File: src/rtl/seq_chunk_adder_subtractor_pkg.sv
`default_nettype none
// ============================================================================
// Module   : seq_chunk_adder_subtractor_pkg
// Brief    : FSM state encoding and sizing helpers for the chunked adder.
// Revision : 1.0 - initial release
// ============================================================================
package seq_chunk_adder_subtractor_pkg;

    localparam logic [1:0] C_ST_IDLE = 2'd0;
    localparam logic [1:0] C_ST_CALC = 2'd1;
    localparam logic [1:0] C_ST_DONE = 2'd2;

    typedef enum logic [1:0] {
        ST_IDLE = C_ST_IDLE,
        ST_CALC = C_ST_CALC,
        ST_DONE = C_ST_DONE
    } state_t;

    // A single-chunk configuration still needs a 1-bit counter.
    function automatic int cnt_width(input int chunks);
        return (chunks <= 1) ? 1 : $clog2(chunks);
    endfunction

endpackage
`default_nettype wire

File: src/rtl/seq_chunk_adder_subtractor_if.sv
`default_nettype none
// ============================================================================
// Module   : seq_chunk_adder_subtractor_if
// Brief    : Operand/result handshake bundle for the chunked adder.
// Revision : 1.0 - initial release
// ============================================================================
interface seq_chunk_adder_subtractor_if #(
    parameter int N = 16
);
    logic         in_valid;
    logic         in_ready;
    logic [N-1:0] x;
    logic [N-1:0] y;
    logic         add_n;
    logic         sat;
    logic         out_valid;
    logic         out_ready;
    logic [N-1:0] sum;
    logic         cout;
    logic         ovf;
    logic         zero;

    modport master (
        output in_valid, x, y, add_n, sat, out_ready,
        input  in_ready, out_valid, sum, cout, ovf, zero
    );

    modport slave (
        input  in_valid, x, y, add_n, sat, out_ready,
        output in_ready, out_valid, sum, cout, ovf, zero
    );

endinterface
`default_nettype wire

File: src/rtl/seq_chunk_adder_subtractor_rca.sv
`default_nettype none
// ============================================================================
// Module   : rca_nbit
// Brief    : Plain n-bit ripple-carry adder used as the per-cycle chunk slice.
// Revision : 1.0 - initial release
// ============================================================================
module rca_nbit #(
    parameter int n = 4
) (
    input  logic [n-1:0] x,
    input  logic [n-1:0] y,
    input  logic         cin,
    output logic [n-1:0] s,
    output logic         cout
);

    logic [n:0] w_c;

    assign w_c[0] = cin;

    generate
        for (genvar i = 0; i < n; i++) begin : g_bit
            assign s[i]     = x[i] ^ y[i] ^ w_c[i];
            assign w_c[i+1] = (x[i] & y[i]) | (w_c[i] & (x[i] ^ y[i]));
        end
    endgenerate

    assign cout = w_c[n];

endmodule
`default_nettype wire

File: src/rtl/seq_chunk_adder_subtractor.sv
`default_nettype none
// ============================================================================
// Module   : seq_chunk_adder_subtractor
// Brief    : Multi-cycle N-bit add/subtract, K bits per clock, with flags and
//            optional signed saturation behind valid/ready handshakes.
// Revision : 1.0 - initial release
// ============================================================================
module seq_chunk_adder_subtractor
    import seq_chunk_adder_subtractor_pkg::*;
#(
    parameter int N = 16,
    parameter int K = 4
) (
    input  logic                          clk,
    input  logic                          rst_n,
    seq_chunk_adder_subtractor_if.slave   bus
);

    localparam int              C_CHUNKS = N / K;
    localparam int              C_CW     = cnt_width(C_CHUNKS);
    localparam logic [C_CW-1:0] C_LAST   = C_CW'(C_CHUNKS - 1);

    state_t          r_state;
    state_t          w_state_next;
    logic [C_CW-1:0] r_cnt;
    logic            r_carry;
    logic            r_sat;
    logic [N-1:0]    r_x;
    logic [N-1:0]    r_yx;
    logic [N-1:0]    r_raw;
    logic [N-1:0]    r_sum;
    logic            r_cout;
    logic            r_ovf;
    logic            r_zero;

    logic            w_accept;
    logic            w_last;
    int unsigned     w_base;
    logic [K-1:0]    w_x_chunk;
    logic [K-1:0]    w_y_chunk;
    logic [K-1:0]    w_s_chunk;
    logic            w_cout_chunk;
    logic [N-1:0]    w_raw;
    logic            w_ovf;
    logic [N-1:0]    w_sat_val;
    logic [N-1:0]    w_sum_final;

    // ------------------------------------------------------------------
    // Control FSM
    // ------------------------------------------------------------------
    always_ff @(posedge clk or negedge rst_n) begin
        if (!rst_n) begin
            r_state <= ST_IDLE;
        end else begin
            r_state <= w_state_next;
        end
    end

    always_comb begin
        w_state_next = r_state;
        w_accept     = 1'b0;
        w_last       = 1'b0;
        case (r_state)
            ST_IDLE: begin
                if (bus.in_valid) begin
                    w_accept     = 1'b1;
                    w_state_next = ST_CALC;
                end
            end
            ST_CALC: begin
                if (r_cnt == C_LAST) begin
                    w_last       = 1'b1;
                    w_state_next = ST_DONE;
                end
            end
            ST_DONE: begin
                if (bus.out_ready) begin
                    w_state_next = ST_IDLE;
                end
            end
            default: begin
                w_state_next = ST_IDLE;
            end
        endcase
    end

    // ------------------------------------------------------------------
    // Chunk slice: one K-bit ripple adder reused every CALC cycle
    // ------------------------------------------------------------------
    assign w_base    = 32'(r_cnt) * K;
    assign w_x_chunk = r_x[w_base +: K];
    assign w_y_chunk = r_yx[w_base +: K];

    rca_nbit #(
        .n    (K)
    ) u_rca (
        .x    (w_x_chunk),
        .y    (w_y_chunk),
        .cin  (r_carry),
        .s    (w_s_chunk),
        .cout (w_cout_chunk)
    );

    // Full raw result including the chunk being produced this cycle, so the
    // flags on the last chunk see every bit without an extra cycle.
    always_comb begin
        w_raw                = r_raw;
        w_raw[w_base +: K]   = w_s_chunk;
    end

    assign w_ovf       = (r_x[N-1] == r_yx[N-1]) && (w_raw[N-1] != r_x[N-1]);
    assign w_sat_val   = r_x[N-1] ? {1'b1, {(N-1){1'b0}}} : {1'b0, {(N-1){1'b1}}};
    assign w_sum_final = (r_sat && w_ovf) ? w_sat_val : w_raw;

    // ------------------------------------------------------------------
    // Datapath registers
    // ------------------------------------------------------------------
    always_ff @(posedge clk or negedge rst_n) begin
        if (!rst_n) begin
            r_cnt   <= '0;
            r_carry <= 1'b0;
            r_sat   <= 1'b0;
            r_x     <= '0;
            r_yx    <= '0;
            r_raw   <= '0;
            r_sum   <= '0;
            r_cout  <= 1'b0;
            r_ovf   <= 1'b0;
            r_zero  <= 1'b0;
        end else if (w_accept) begin
            r_x     <= bus.x;
            r_yx    <= bus.y ^ {N{bus.add_n}};
            r_sat   <= bus.sat;
            r_carry <= bus.add_n;
            r_cnt   <= '0;
        end else if (r_state == ST_CALC) begin
            r_raw   <= w_raw;
            r_carry <= w_cout_chunk;
            if (w_last) begin
                r_sum  <= w_sum_final;
                r_cout <= w_cout_chunk;
                r_ovf  <= w_ovf;
                r_zero <= (w_sum_final == '0);
            end else begin
                r_cnt  <= r_cnt + C_CW'(1);
            end
        end
    end

    // ------------------------------------------------------------------
    // Outputs
    // ------------------------------------------------------------------
    assign bus.in_ready  = (r_state == ST_IDLE);
    assign bus.out_valid = (r_state == ST_DONE);
    assign bus.sum       = r_sum;
    assign bus.cout      = r_cout;
    assign bus.ovf       = r_ovf;
    assign bus.zero      = r_zero;

endmodule
`default_nettype wire

File: src/flat_wrapper.sv
// flat-port wrapper written by rule: the top's interface ports become plain ports
module seq_chunk_adder_subtractor_flat import seq_chunk_adder_subtractor_pkg::*;
#(
    parameter int N = 16,
    parameter int K = 4
)
  (clk, rst_n, bus_in_valid, bus_x, bus_y, bus_add_n, bus_sat, bus_out_ready, bus_in_ready, bus_out_valid, bus_sum, bus_cout, bus_ovf, bus_zero);
  seq_chunk_adder_subtractor_if #(.N(N)) bus_i ();
  input  logic clk;
  input  logic rst_n;
  input wire logic [$bits(bus_i.in_valid)-1:0] bus_in_valid;
  input wire logic [$bits(bus_i.x)-1:0] bus_x;
  input wire logic [$bits(bus_i.y)-1:0] bus_y;
  input wire logic [$bits(bus_i.add_n)-1:0] bus_add_n;
  input wire logic [$bits(bus_i.sat)-1:0] bus_sat;
  input wire logic [$bits(bus_i.out_ready)-1:0] bus_out_ready;
  output wire logic [$bits(bus_i.in_ready)-1:0] bus_in_ready;
  output wire logic [$bits(bus_i.out_valid)-1:0] bus_out_valid;
  output wire logic [$bits(bus_i.sum)-1:0] bus_sum;
  output wire logic [$bits(bus_i.cout)-1:0] bus_cout;
  output wire logic [$bits(bus_i.ovf)-1:0] bus_ovf;
  output wire logic [$bits(bus_i.zero)-1:0] bus_zero;
  assign bus_i.in_valid = bus_in_valid;
  assign bus_i.x = bus_x;
  assign bus_i.y = bus_y;
  assign bus_i.add_n = bus_add_n;
  assign bus_i.sat = bus_sat;
  assign bus_i.out_ready = bus_out_ready;
  assign bus_in_ready = bus_i.in_ready;
  assign bus_out_valid = bus_i.out_valid;
  assign bus_sum = bus_i.sum;
  assign bus_cout = bus_i.cout;
  assign bus_ovf = bus_i.ovf;
  assign bus_zero = bus_i.zero;
  seq_chunk_adder_subtractor #(.N(N), .K(K)) u_core (.clk(clk), .rst_n(rst_n), .bus(bus_i));
endmodule
File: config.mk
export PLATFORM = sky130hd
export DESIGN_NAME = seq_chunk_adder_subtractor_flat
export DESIGN_NICKNAME = d
export VERILOG_FILES = /design/src/rtl/seq_chunk_adder_subtractor_pkg.sv /design/src/rtl/seq_chunk_adder_subtractor_if.sv /design/src/rtl/seq_chunk_adder_subtractor_rca.sv /design/src/rtl/seq_chunk_adder_subtractor.sv /design/src/flat_wrapper.sv
export SDC_FILE = /design/constraint.sdc
export NUM_CORES = 1
export LEC_CHECK = 0
export ABC_AREA = 1
export ABC_CLOCK_PERIOD_IN_PS = 7700
export CORE_MARGIN = 2
export CORE_UTILIZATION = 47
export DETAILED_ROUTE_END_ITERATION = 6
export GPL_ROUTABILITY_DRIVEN = 0
export MAX_ROUTING_LAYER = met4
export PLACE_DENSITY_LB_ADDON = 0.15
export SLEW_MARGIN = 20
export SYNTH_ARGS = -nofsm -noshare
export SYNTH_HDL_FRONTEND = slang
export SYNTH_SLANG_ARGS = --single-unit
File: constraint.sdc
create_clock -name clk -period 7.7 [get_ports clk]
set_input_delay 0.77 -clock clk [delete_from_list [all_inputs] [get_ports clk]]
set_output_delay 0.77 -clock clk [all_outputs]
set_load 0.005 [all_outputs]
==> results list <==
- After legalization and detailed placement, the total HPWL measured between 5000 and 6000 µm.
* Maximum number of pins on one net before global-route repair: 74
* Final hold vios: 0
- Clock latency of the later-clocked register in the worst-skew pair: 340 ps
- In the final layout, the share of cells above drive strength 1 is 0.0553.
* Cell type with the largest total area after synthesis: sky130_fd_sc_hd__dfrtp_1
- Cell family with most CP delay: adder cells
* Maximum achievable frequency: 220 MHz
- Core Footprint: 7650 µm²
* Data required time of the worst path: 7990 ps
* Cells along the critical path: clkinv_1 -> nand2_1 -> a32o_1 -> fa_1 -> inv_1 -> fa_1 -> inv_1 -> fa_1 -> inv_1 -> fa_1 -> nand3_2 -> o21bai_4 -> nand2_2 -> nand2_2 -> nand2_2 -> a21oi_1 -> nand2_1 -> nor2_1 -> nand2_1 -> nand2_1
* Buffer levels on the longest clock path: 2
- In the routed design, unresolved DRC markers number 0.
- The layout has 711 filler cells.
- Post-synthesis instance total: approximately 430
- Clock skew on the completed layout was measured at 5.56 ps.
- For this run, the slowest stage of the critical path takes 860 ps.
- Across the run, the number of max-cap violations was 0.
- 0 antenna diodes ended up in the layout.
* Height of the die: a little over 90 µm
- In the routed layout, each cell is associated on average with a via count of 5.02.
* Sum of buffers and inverters on the critical path: 4
- The first routing iteration left 161 violations.
- Fraction of the cycle the final worst path needs: 0.591
* Overall routing resource usage: 0.214
- Startpoint kind of the worst setup timing path: flip-flop
- Final count of negative-setup-slack endpoints: 0
- Once detail routing completed, the nets flagged for antenna violations numbered 0.
- Ys async rst share: 1.00
- For this design the ratio of total power to cell area is 435 nW/µm².
- The synthesized design contains 0 enable-type register cells.
- IO buf count: 58
* Drt total wl: roughly 8100 µm
- Commonest cells in the netlist: 134 x sky130_fd_sc_hd__nand2_1, 73 x sky130_fd_sc_hd__dfrtp_1, 50 x sky130_fd_sc_hd__o21ai_0
* Floorplan die width: approximately 93 µm
- Placed Instances: between 500 and 600
- Top_reg_cell synth: sky130_fd_sc_hd__dfrtp_1
* Global-route wire length before repair: between 10,000 and 15,000 µm
- The worst setup path is of the reg -> reg kind.
* Peak supply drop: 163 µV
- Slowest stage cell on the critical path: sky130_fd_sc_hd__dfrtp_1
* Non-filler instance count after layout: 590
- The share of synthesized area in the top cell type comes to 0.496.
- Largest cells by area after synthesis: sky130_fd_sc_hd__dfrtp_1 50%, sky130_fd_sc_hd__nand2_1 14%, sky130_fd_sc_hd__o21ai_0 6.8%
* # rows: 32
- Yosys Warn Count: 0
- The number of hold buffers added after CTS was 0.
* Static power due to leakage: 0.00204 µW
* Multi-input combinational cell area: approximately 1600 µm²
* CTS tree: done
* Setup total negative slack: 0 ps
* Min Tclk post-route: between 4000 and 5000 ps
- The min-delay analysis places its worst path in the category reg -> reg.
- Once the clock tree was built, the resizer swapped 0 gates to a different size.
- The number of nets in the synthesized netlist is 480.
* Dominant cell by count in the synthesized netlist: sky130_fd_sc_hd__nand2_1
- Die outline area: 8560 µm²
- Relative to the synthesized area, the layout overhead comes to 22.1%.
* Max-slew headroom at the worst pin: 0.382
- For the pin with the worst max-slew slack, the measured transition is 927 ps.
- Post-CTS Setup Bufs: 0
- Avg Cell Area, Syn: roughly 8.5 µm²
* Pre-Repair DR Iteration Count: 5
- Total CTS buffers: 9
- Arrival time of the worst setup path: 4840 ps
- CTS sink cnt: 73
* Pins over their slew limit: 0
- Total number of vias: 2,963
- In the final design database the tool counted roughly 530 nets.
- Setup repair after global routing missed its margin: false
* Worst-path fanout max: 27
- The mapped netlist covers 3680 µm².
* Synthesized flop and latch total: 73
- For this configuration, the core starts out at a cell density of 0.481.
- Clock-pin slew was measured on the worst setup and hold paths at 70 ps.
- Unique masters post-synth: 30
- The total overflow left after global routing is 0.
- Across the whole layout, storage elements account for 1830 µm².
* Post-detailed-route wirelength per cell: approximately 14 µm
- For this design the top-level I/O count stands at 59.
- Clock tree synthesis selected as its root buffer the cell sky130_fd_sc_hd__clkbuf_8.
- Status: finished, final reports clean
* Antenna violations before repair: 0
- Total number of H-tree levels: 3
- For this run, the register share of the synthesized area comes to 0.496.
- STA classifies the critical path endpoint as a flip-flop.
- The number of global-route vias before repair was 2,902.
tightest hold or removal path, stage by stage (launching register included):
cell                      delay, ps
sky130_fd_sc_hd__dfrtp_1        340
sky130_fd_sc_hd__nand2_1         50
sky130_fd_sc_hd__o21ai_0         60
power breakdown:
part | internal, µW | switching [µW] | leakage (µW)
logic | 416 | 556 | 0.00102
registers | 557 | 125 | 0.000922
clock network | 165 | 138 | 0.000102
cells in the final DEF, fill, tap and decap left out, drive strengths merged, types with 3 or more instances in the layout:
master	n
a21oi	7
a2bb2oi	13
a32o	4
buf	3
clkbuf	12
clkdlybuf4s50	57
clkinv	4
dfrtp	73
fa	4
ha	6
inv	41
nand2	138
nand3	13
nor2	24
o21ai	51
o22ai	14
xnor2	16
through the flow:
| stage | utilization | setup WS (ps) | instance area (µm²) | power, µW | hold slack [ps] |
|---|---|---|---|---|---|
| finish | 0.588 | 3150 | 4500 | 1960 | 485 |
| global route | 0.588 | 2640 | 4500 | 2140 | 506 |
| CTS | 0.588 | 3130 | 4500 | 1970 | 491 |
| detailed placement | 0.562 | 3130 | 4300 | 1670 | 473 |
| global placement | 0.562 | 3340 | 4300 | 1640 | 471 |
| floorplan | - | 4080 | 3680 | 1340 | 444 |
path summary, 6_finish.rpt:
| check | from | end | slack (ps) | depth (start not counted) |
|---|---|---|---|---|
| max | u_core.r_cnt[0] | u_core.bus.zero | 3150 | 20 |
| min | u_core.r_yx[9] | u_core.r_yx[9] | 480 | 2 |
| max reg2reg | u_core.r_cnt[0] | u_core.bus.zero | 3150 | 20 |
| min reg2reg | u_core.r_yx[9] | u_core.r_yx[9] | 480 | 2 |
| max in group asynchronous | rst_n | u_core.bus.sum[8] | 6450 | 2 |
| min in group asynchronous | rst_n | u_core.r_raw[12] | 630 | 2 |
area by class of cell:
type / count / share of cell area
sequential: 73 / 0.406
multi-input combinational: 297 / 0.355
timing repair buffer: 60 / 0.131
inverter: 43 / 0.0359
clock buffer: 12 / 0.0345
tap: 102 / 0.0284
clock inverter: 3 / 0.00891
flip-flops by register name, summed over array words and instances (netlist names):
register,flops
u_core.bus.sum,16
u_core.r_x,16
u_core.bus.zero,1
u_core.r_cnt,2
u_core.r_sat,1
u_core.bus.cout,1
u_core.r_carry,1
u_core.r_raw,16
u_core.bus.ovf,1
u_core.r_state,2
u_core.r_yx,16
cell families (layout without fill, tap and decap cells):
kind of cell,count (synthesis),in the layout,share of synthesized area
adder cells (fa/ha/maj),10,10,0.0421
AO/OA/AOI/OAI,94,94,0.158
buffers and inverters,62,118,0.0707
AND/OR/NAND/NOR,177,177,0.194
flip-flops,73,73,0.496
XOR/XNOR,16,16,0.0381
metal layers:
metal  up-vias  track usage  wire [µm]
li1       1506            -          -
met1      1391        0.266       3600
met2        53        0.348       4110
met3        13       0.0342        268
met4         0       0.0933        154
met5         -            -          0
Power figures use the tool's default switching activity.
